==> src/rtl/multicycle_main_fsm.sv <==
// Main control FSM for the multicycle RV32 core (lw, sw, R, I, beq, jal).
// Optional `MAIN_FSM_MEM_READY_EN adds the mem_ready port and wait states in FETCH/MEMREAD/MEMWRITE.
module multicycle_main_fsm #(
  parameter bit TRAP_ON_ILLEGAL = 1'b1
) (
  input  logic       clk,
  input  logic       reset,
  input  logic [6:0] opcode,
  input  logic       zero,
`ifdef MAIN_FSM_MEM_READY_EN
  input  logic       mem_ready,
`endif
  output logic [1:0] alu_op,
  output logic [1:0] alu_src_a,
  output logic [1:0] alu_src_b,
  output logic [1:0] result_src,
  output logic       adr_src,
  output logic       ir_write,
  output logic       pc_write,
  output logic       branch,
  output logic       mem_write,
  output logic       reg_write,
  output logic       illegal_instr
);

  typedef enum logic [3:0] {
    FETCH, DECODE, MEMADR, MEMREAD, MEMWB, MEMWRITE,
    EXECUTER, EXECUTEI, ALUWB, BEQ, JAL, TRAP
  } state_t;

  localparam logic [6:0] OP_LW  = 7'b0000011;
  localparam logic [6:0] OP_SW  = 7'b0100011;
  localparam logic [6:0] OP_R   = 7'b0110011;
  localparam logic [6:0] OP_I   = 7'b0010011;
  localparam logic [6:0] OP_BEQ = 7'b1100011;
  localparam logic [6:0] OP_JAL = 7'b1101111;

  state_t r_state;
  logic   r_illegal;
  logic   w_ready;
  logic   w_ir_en;
  logic   w_pc_update;
  logic   w_mem_wr;
  logic   w_reg_wr;

`ifdef MAIN_FSM_MEM_READY_EN
  assign w_ready = mem_ready;
`else
  assign w_ready = 1'b1;
`endif

  always_ff @(posedge clk) begin
    if (reset) begin
      r_state   <= FETCH;
      r_illegal <= 1'b0;
    end else begin
      case (r_state)
        FETCH:    if (w_ready) r_state <= DECODE;
        DECODE: begin
          case (opcode)
            OP_LW, OP_SW: r_state <= MEMADR;
            OP_R:         r_state <= EXECUTER;
            OP_I:         r_state <= EXECUTEI;
            OP_BEQ:       r_state <= BEQ;
            OP_JAL:       r_state <= JAL;
            default: begin
              if (TRAP_ON_ILLEGAL) begin
                r_state   <= TRAP;
                r_illegal <= 1'b1;
              end else begin
                r_state <= FETCH;
              end
            end
          endcase
        end
        MEMADR:   r_state <= (opcode == OP_LW) ? MEMREAD : MEMWRITE;
        MEMREAD:  if (w_ready) r_state <= MEMWB;
        MEMWRITE: if (w_ready) r_state <= FETCH;
        EXECUTER, EXECUTEI, JAL: r_state <= ALUWB;
        MEMWB, ALUWB, BEQ:       r_state <= FETCH;
        TRAP:     r_state <= TRAP;
        default:  r_state <= FETCH;
      endcase
    end
  end

  always_comb begin
    alu_op      = 2'b00;
    alu_src_a   = 2'b00;
    alu_src_b   = 2'b00;
    result_src  = 2'b00;
    adr_src     = 1'b0;
    branch      = 1'b0;
    w_ir_en     = 1'b0;
    w_pc_update = 1'b0;
    w_mem_wr    = 1'b0;
    w_reg_wr    = 1'b0;
    case (r_state)
      FETCH: begin
        alu_src_b   = 2'b10;
        result_src  = 2'b10;
        w_ir_en     = w_ready;
        w_pc_update = w_ready;
      end
      DECODE: begin
        alu_src_a = 2'b01;
        alu_src_b = 2'b01;
      end
      MEMADR: begin
        alu_src_a = 2'b10;
        alu_src_b = 2'b01;
      end
      MEMREAD:  adr_src = 1'b1;
      MEMWB: begin
        result_src = 2'b01;
        w_reg_wr   = 1'b1;
      end
      MEMWRITE: begin
        adr_src  = 1'b1;
        w_mem_wr = 1'b1;
      end
      EXECUTER: begin
        alu_src_a = 2'b10;
        alu_op    = 2'b10;
      end
      EXECUTEI: begin
        alu_src_a = 2'b10;
        alu_src_b = 2'b01;
        alu_op    = 2'b10;
      end
      ALUWB:    w_reg_wr = 1'b1;
      BEQ: begin
        alu_src_a = 2'b10;
        alu_op    = 2'b01;
        branch    = 1'b1;
      end
      JAL: begin
        alu_src_a   = 2'b01;
        alu_src_b   = 2'b10;
        w_pc_update = 1'b1;
      end
      default: ;
    endcase
  end

  // Write enables are suppressed for the whole reset cycle, not just after the edge.
  assign ir_write      = w_ir_en & ~reset;
  assign pc_write      = (w_pc_update | (branch & zero)) & ~reset;
  assign mem_write     = w_mem_wr & ~reset;
  assign reg_write     = w_reg_wr & ~reset;
  assign illegal_instr = r_illegal;

endmodule

==> config.mk <==
export PLATFORM = sky130hd
export DESIGN_NAME = multicycle_main_fsm
export DESIGN_NICKNAME = d
export VERILOG_FILES = /design/src/rtl/multicycle_main_fsm.sv
export SDC_FILE = /design/constraint.sdc
export NUM_CORES = 1
export LEC_CHECK = 0
export CAP_MARGIN = 25
export CORE_MARGIN = 4
export CORE_UTILIZATION = 36
export CTS_BUF_LIST = sky130_fd_sc_hd__clkbuf_8
export CTS_CLUSTER_SIZE = 14
export DETAILED_ROUTE_END_ITERATION = 8
export PLACE_DENSITY = 0.82
export SLEW_MARGIN = 20
export SYNTH_ARGS = -nofsm -noshare
export SYNTH_HDL_FRONTEND = slang
export SYNTH_SLANG_ARGS = --single-unit
==> constraint.sdc <==
create_clock -name clk -period 1.35 [get_ports clk]
set_input_delay 0.27 -clock clk [delete_from_list [all_inputs] [get_ports clk]]
set_output_delay 0.27 -clock clk [all_outputs]
set_load 0.03 [all_outputs]
==> results of run 1 <==
## logic make-up after synthesis
group | synth area share, %
compound gates | 22.9
xor+xnor | 5.34
buf+inv | 7.89
flops | 20.4
simple gates | 43.5
## through the flow
| step | utilization (%) | TNS (ns) |
|---|---|---|
| after detailed placement | 82.6 | -2.72 |
| after global placement | 82.6 | -2.37 |
| after floorplan | - | -0.517 |
==> impl_results.md, run 1 <==
- Err: [ERROR DPL-0038] Utilization greater than 100%, impossible to legalize
- Clock sinks: 5
- Die height: approximately 45 microns
- Sequential area share after synthesis: between 20% and 30%
- Pre-CTS setup slack: -0.512 ns
- Root buffer cell: clkbuf_8
- Area leader, netlist: dfxtp_1
- CTS buffer count: 3
- Area after DPL: around 1100 sq um
- Outcome: did not finish
- Primary flip-flop cell chosen by synthesis mapping: dfxtp_1
- Syn_nets: between 80 and 90
- Die Wd: 45.0 microns
- Post-synth EDFFs: 0
- Post-CTS setup buffers: 5
- Dominant cells by area after synthesis: dfxtp_1 20%, nor2_1 8.4%, a21oi_1 7.1%, nand4bb_4 5.6%, nor3_1 5.1%
- Port bufs: 24
- Gp weighted congestion: 0.930
- CTS H-tree lvls: 1
- Post-Syn Area: 492 sq um
- Post-synthesis instance total: between 70 and 80
- Cts repair resizes: 64
- Clock Path Buffers: 2
- Cell row count: 13
- Yosys warning count: 0
- Synth Register Bits: 5
- Placed Cells: approximately 140
- Synth cell count leaders: 11 x nor2_1, 7 x a21oi_1, 5 x dfxtp_1, 5 x nor3_1, 4 x clkbuf_1
- Initial Utilization: 37.8%
- Synthesized area per cell: between 6 and 7 sq um
- FFs w/ async S/R, synth: 0%
- Hold bufs inserted after CTS: 0
- Hpwl dp: roughly 1500 microns
- Last stage reached: 4_1_cts
- Post-synth top area share: roughly a fifth
- Distinct cells, synth: 34
- Most frequent cell after synthesis: nor2_1
- Io pins: 25
==> run 2, diff against run 1 <==
--- a/config.mk
+++ b/config.mk
@@ -6,12 +6,10 @@
 export NUM_CORES = 1
 export LEC_CHECK = 0
 export CAP_MARGIN = 25
-export CORE_MARGIN = 4
-export CORE_UTILIZATION = 36
-export CTS_BUF_LIST = sky130_fd_sc_hd__clkbuf_8
-export CTS_CLUSTER_SIZE = 14
+export CORE_AREA = 4 4 65 67
 export DETAILED_ROUTE_END_ITERATION = 8
-export PLACE_DENSITY = 0.82
+export DIE_AREA = 0 0 69 71
+export PLACE_DENSITY_LB_ADDON = 0.15
 export SLEW_MARGIN = 20
 export SYNTH_ARGS = -nofsm -noshare
 export SYNTH_HDL_FRONTEND = slang
==> constraint.sdc (replaced) <==
create_clock -name clk -period 1.8 [get_ports clk]
set_input_delay 0.36 -clock clk [delete_from_list [all_inputs] [get_ports clk]]
set_output_delay 0.36 -clock clk [all_outputs]
set_load 0.03 [all_outputs]
==> impl_results.md, run 2 <==
- Post-synth top area share: 20.4% (unchanged)
- Primary flip-flop cell chosen by synthesis mapping: dfxtp_1
- Dominant cells by area after synthesis: dfxtp_1 20%, nor2_1 8.4%, a21oi_1 7.1%, nand4bb_4 5.6%, nor3_1 5.1%
- Commonest non-fill, non-tap cell in the layout: buf_4
- Setup slack after layout: between 0.07 and 0.08 ns
- Overflow after GRT: 0
- Port bufs: 24 (unchanged)
- CTS buffer count: 3 (unchanged)
- Period utilization: between 90% and 100%
- Outcome: complete, no violations
- Worst skew pair latency: roughly 0.22 ns
- Worst Skew: 0.00310 ns
- CP arrival: 1.87 ns
- Antenna viol nets, final: 0
- Number of remaining DRC errors: 0
- Area after DPL: 833 sq um (-22%)
- Die footprint: between 4000 and 5000 sq um
- Most frequent cell after synthesis: nor2_1
- Cell row count: 22 (+9)
- R2R cell count: 4
- FFs w/ async S/R, synth: 0% (unchanged)
- CP peak stage delay: 0.46 ns
- Worst Path Max Fanout: 4
- Core area: ~3600 sq um
- Max VDD drop: 0.000271 V
- Pre-CTS setup slack: -0.116 ns (+0.396 ns)
- Via count: 611
- CTS clk-pin slew, worst paths: 0.04 ns
- Avg WL per Cell: around 11 microns
- Post-synthesis instance total: 71 (unchanged)
- Worst Path Buf+Inv: 1
- Yosys warning count: 0 (unchanged)
- Number of cells on the worst hold path: 1
- CP max-delay cell: clkdlybuf4s50_1
- Syn_nets: 81 (unchanged)
- Class of the tightest hold or removal check: flip-flop to flip-flop
- Measured slew at the worst slew-check pin: roughly 0.34 ns
- Pins over their slew limit: 0
- Post-synth EDFFs: 0 (unchanged)
- CP top delay family: compound AO/OA/AOI/OAI gates
- Die Wd: 69 microns (+53%)
- Setup Crit Path Kind: input pin to flip-flop
- Initial Utilization: 13.5% (-24 points)
- Most frequent cells in the layout: 26 x buf_4, 10 x nor2_1, 9 x clkdlybuf4s50_1
- ANT cells: 0
- Synthesized area per cell: 6.93 sq um (unchanged)
- Io pins: 25 (unchanged)
- TritonRoute pass-1 iters: 4
- Register bank with the most flops: r_state
- Area occupied by multi-input gates: approximately 380 sq um
- Sum Neg Setup Slack: 0 ns
- Final instance area: around 900 sq um
- Area Growth Syn to Fin: 82.2%
- Leakage: around 0.36 nW
- Hold bufs inserted after CTS: 0 (unchanged)
- Vias per cell: between 4 and 5
- Vias in the first global route: around 660
- CP Depth: 5
- Global-route wire length before repair: roughly 3000 microns
- Largest net degree at the start of global routing: 13
- TritonCTS clock tree: built
- Flop-to-flop setup slack: 0.53 ns
- Worst path cell trace: clkdlybuf4s50_1 -> or3b_1 -> a2111oi_1 -> o21bai_1 -> a21oi_1
- Post-route minimum period: ~1.7 ns
- Startpoint types: input pin
- CTS H-tree lvls: 1 (unchanged)
- Routed WL: ~1700 microns
- Synth cell count leaders: 11 x nor2_1, 7 x a21oi_1, 5 x dfxtp_1, 5 x nor3_1, 4 x clkbuf_1
- Initial antenna violation count: 0
- Sequential area share after synthesis: 20.4% (unchanged)
- FF+latch area: roughly 110 sq um
- Synth Register Bits: 5 (unchanged)
- Distinct cells, synth: 34 (unchanged)
- Area leader, netlist: dfxtp_1
- Worst setup EP type: flip-flop
- Nets@finish: between 100 and 150
- Fillers: 421
- Final Hold Vio Count: 0
- Clock Path Buffers: 2 (unchanged)
- Worst rel slew slack: between 70% and 80%
- Gp weighted congestion: 0.812 (-13%)
- Max reg flops: 4
- 1st-iter DRT viols: 21
- Max frequency: a little under 0.6 GHz
- GRT Util Overall: 7.38%
- Hpwl dp: 1350 microns (-9.8%)
- Clock sinks: 5 (unchanged)
- CP required: between 1.5 and 2 ns
- MaxCap Viol Count: 0
- Setup-failing EPs final: 0
- Cell Pwr Density: around 1600 nW/um^2
- RSZ-0062 raised after global routing: false
- Post-Syn Area: 492 sq um (unchanged)
- Post-CTS setup buffers: 0 (-5)
- Layout cells sized above 1: roughly two fifths
- Die height: 71 microns (+58%)
- Root buffer cell: clkbuf_8
-- run 2: power by group --
group	total, mW	internal, mW	switching, mW	leakage, nW
Clock	0.207	0.152	0.0553	0.0228
Combinational	0.970	0.410	0.559	0.296
Sequential	0.241	0.159	0.0817	0.0427
Total	1.42	0.721	0.696	0.361
-- run 2: final timing paths --
check / end / start
worst max register to register: r_state[0]$_SDFF_PP0_ / r_state[1]$_SDFF_PP0_
worst min-delay path: illegal_instr$_SDFFE_PP0P_ / illegal_instr$_SDFFE_PP0P_
worst max-delay path: r_state[0]$_SDFF_PP0_ / opcode[6]
worst min register to register: illegal_instr$_SDFFE_PP0P_ / illegal_instr$_SDFFE_PP0P_
-- run 2: area by class of cell --
| cell class | instances | share of cell area (%) |
|---|---|---|
| clock buffer | 4 | 5.03 |
| tap | 48 | 6.70 |
| sequential | 5 | 11.7 |
| multi-input combinational | 57 | 42.5 |
| inverter | 2 | 0.838 |
| timing repair buffer | 36 | 33.2 |
-- run 2: layer usage --
metal  GRT usage, %  wire [microns]  vias to the layer above
met5              0               0                        -
met2           10.6             711                       24
li1               -               -                      319
met1           9.24             846                      266
met4           5.21              23                        0
met3           2.41             127                        2
-- run 2: cells by family after synthesis --
group                  share of synthesized area [%]
AO/OA/AOI/OAI                                   22.9
XOR/XNOR                                        5.34
flip-flops                                      20.4
buffers and inverters                           7.89
AND/OR/NAND/NOR                                 43.5
-- run 2: timing repair --
action,CTS,global route
endpoints found under the setup margin,4,4
endpoints found under the hold margin,0,0
resized for setup,3,4
-- run 2: worst reg2reg max path: stages, from the launching register on --
cell       delay, ns
dfxtp_2         0.36
buf_4           0.19
a2111oi_1       0.38
o21bai_1        0.13
a21oi_1         0.14
-- run 2: stage by stage --
stage | cells | total power, mW | util (%) | hold WS (ns)
3_5_place_dp | 148 | 1.20 | 22.9 | 0.468
3_3_place_gp | 148 | 1.20 | 22.9 | 0.469
2_1_floorplan | 71 | 0.834 | - | 0.549
5_1_grt | 152 | 1.53 | 24.7 | 0.505
6_report | 152 | 1.42 | 24.7 | 0.471
4_1_cts | 152 | 1.43 | 24.3 | 0.476
Note: power is estimated with default switching activity, not from simulation.
==> run 3, diff against run 2 <==
--- a/config.mk
+++ b/config.mk
@@ -10,6 +10,7 @@
 export DETAILED_ROUTE_END_ITERATION = 8
 export DIE_AREA = 0 0 69 71
 export PLACE_DENSITY_LB_ADDON = 0.15
+export SKIP_LAST_GASP = 1
 export SLEW_MARGIN = 20
 export SYNTH_ARGS = -nofsm -noshare
 export SYNTH_HDL_FRONTEND = slang
==> impl_results.md, run 3 (synthesis gave the netlist of run 2 again) <==
- Outcome: complete, no violations
- Setup-failing EPs final: 0 (unchanged)
- Cell Pwr Density: 1580 nW/um^2 (+0.17%)
- CP required: 1.94 ns (about the same)
- Gp weighted congestion: 0.812 (unchanged)
- Worst skew pair latency: 0.22 ns (about the same)
- Vias in the first global route: 663 (unchanged)
- Die footprint: 4900 sq um (unchanged)
- ANT cells: 0 (unchanged)
- TritonCTS clock tree: built
- Layout cells sized above 1: 37.5% (-0.96 points)
- Measured slew at the worst slew-check pin: 0.335 ns (unchanged)
- Core area: 3630 sq um (unchanged)
- Die Wd: 69 microns (unchanged)
- Max VDD drop: 0.000269 V (-0.58%)
- CP max-delay cell: clkdlybuf4s50_1
- Initial Utilization: 13.5% (unchanged)
- Most frequent cells in the layout: 26 x buf_4, 10 x nor2_1, 9 x clkdlybuf4s50_1
- CTS clk-pin slew, worst paths: 0.04 ns (about the same)
- Period utilization: 96.0% (unchanged)
- MaxCap Viol Count: 0 (unchanged)
- TritonRoute pass-1 iters: 4 (unchanged)
- Area Growth Syn to Fin: 80.7%
- Io pins: 25 (unchanged)
- CP arrival: 1.87 ns (about the same)
- Post-route minimum period: 1.73 ns (unchanged)
- Setup slack after layout: 0.0719 ns (unchanged)
- Root buffer cell: clkbuf_8
- Worst path cell trace: clkdlybuf4s50_1 -> or3b_1 -> a2111oi_1 -> o21bai_1 -> a21oi_1
- Clock Path Buffers: 2 (unchanged)
- GRT Util Overall: 7.38% (unchanged)
- Pins over their slew limit: 0 (unchanged)
- CP top delay family: compound AO/OA/AOI/OAI gates
- Initial antenna violation count: 0 (unchanged)
- Max reg flops: 4 (unchanged)
- Max frequency: 0.579 GHz (unchanged)
- CTS buffer count: 3 (unchanged)
- Placed Cells: 148 (unchanged)
- Routed WL: 1700 microns (-0.41%)
- Pre-CTS setup slack: -0.116 ns (unchanged)
- CTS H-tree lvls: 1 (unchanged)
- Hpwl dp: 1350 microns (unchanged)
- Vias per cell: 4.01 (-0.16%)
- Cts repair resizes: 3 (unchanged)
- Worst rel slew slack: 77.6% (unchanged)
- Final Hold Vio Count: 0 (unchanged)
- Clock sinks: 5 (unchanged)
- CP peak stage delay: 0.46 ns (about the same)
- Via count: 610 (-0.16%)
- Global-route wire length before repair: 2970 microns (unchanged)
- Largest net degree at the start of global routing: 13 (unchanged)
- Startpoint types: input pin
- Antenna viol nets, final: 0 (unchanged)
- Port bufs: 24 (unchanged)
- Number of remaining DRC errors: 0 (unchanged)
- Overflow after GRT: 0 (unchanged)
- RSZ-0062 raised after global routing: true
- Setup Crit Path Kind: input pin to flip-flop
- Worst Path Buf+Inv: 1 (unchanged)
- Post-CTS setup buffers: 0 (unchanged)
- Worst Skew: 0.00310 ns (unchanged)
- 1st-iter DRT viols: 21 (unchanged)
- Avg WL per Cell: 11.2 microns (-0.41%)
- Class of the tightest hold or removal check: flip-flop to flip-flop
- Leakage: 0.360 nW (-0.47%)
- Die height: 71 microns (unchanged)
- Commonest non-fill, non-tap cell in the layout: buf_4
- Cell row count: 22 (unchanged)
- Register bank with the most flops: r_state
- Non-Filler Instances: 152 (unchanged)
- Worst setup EP type: flip-flop
- Pwr Total: 1.41 mW (-0.67%)
- Hold bufs inserted after CTS: 0 (unchanged)
- Worst Path Max Fanout: 4 (unchanged)
- Nets@finish: 115 (unchanged)
run 3: changes by cell type in the layout (fill, tap and decap cells not counted):
cell	previous run	this run
xnor2_1	1	2
xnor2_2	1	0
run 3: final cells by class:
class                           count  area, sq um
Fill cell                         422         2750
Multi-Input combinational cell     57          373
Timing Repair Buffer               36          298
Sequential cell                     5          105
Tap cell                           48         60.1
Clock buffer                        4         45.0
Inverter                            2         7.51
run 3: routing by layer:
metal / wire, microns / GRT usage [%] / vias to the layer above
li1: - / - / 319
met1: 839 / 9.24 / 265
met2: 706 / 10.6 / 24
met3: 131 / 2.41 / 2
met4: 23 / 5.21 / 0
met5: 0 / 0 / -
run 3: worst paths after layout:
check,from,endpoint,slack (ns),cells past startpoint
setup / recovery,opcode[6],r_state[0]$_SDFF_PP0_,0.07,5
hold / removal,illegal_instr$_SDFFE_PP0P_,illegal_instr$_SDFFE_PP0P_,0.47,1
setup reg to reg,r_state[1]$_SDFF_PP0_,r_state[0]$_SDFF_PP0_,0.54,4
hold reg to reg,illegal_instr$_SDFFE_PP0P_,illegal_instr$_SDFFE_PP0P_,0.47,1
run 3: per-stage QoR:
stage / setup TNS [ns] / cell area (sq um) / util (%) / hold slack (ns)
2_1_floorplan: -0.715 / 509 / - / 0.549
3_3_place_gp: -0.181 / 833 / 22.9 / 0.469
3_5_place_dp: -0.192 / 833 / 22.9 / 0.468
4_1_cts: 0 / 882 / 24.3 / 0.476
5_1_grt: -0.00924 / 888 / 24.4 / 0.505
6_report: 0 / 888 / 24.4 / 0.471
run 3: report_power, final:
group          internal (mW)  total, mW  switching (mW)  leakage [nW]
combinational          0.404      0.963           0.558         0.294
clock                  0.152      0.207          0.0553        0.0228
sequential             0.159      0.238          0.0792        0.0427
total                  0.715       1.41           0.693         0.360
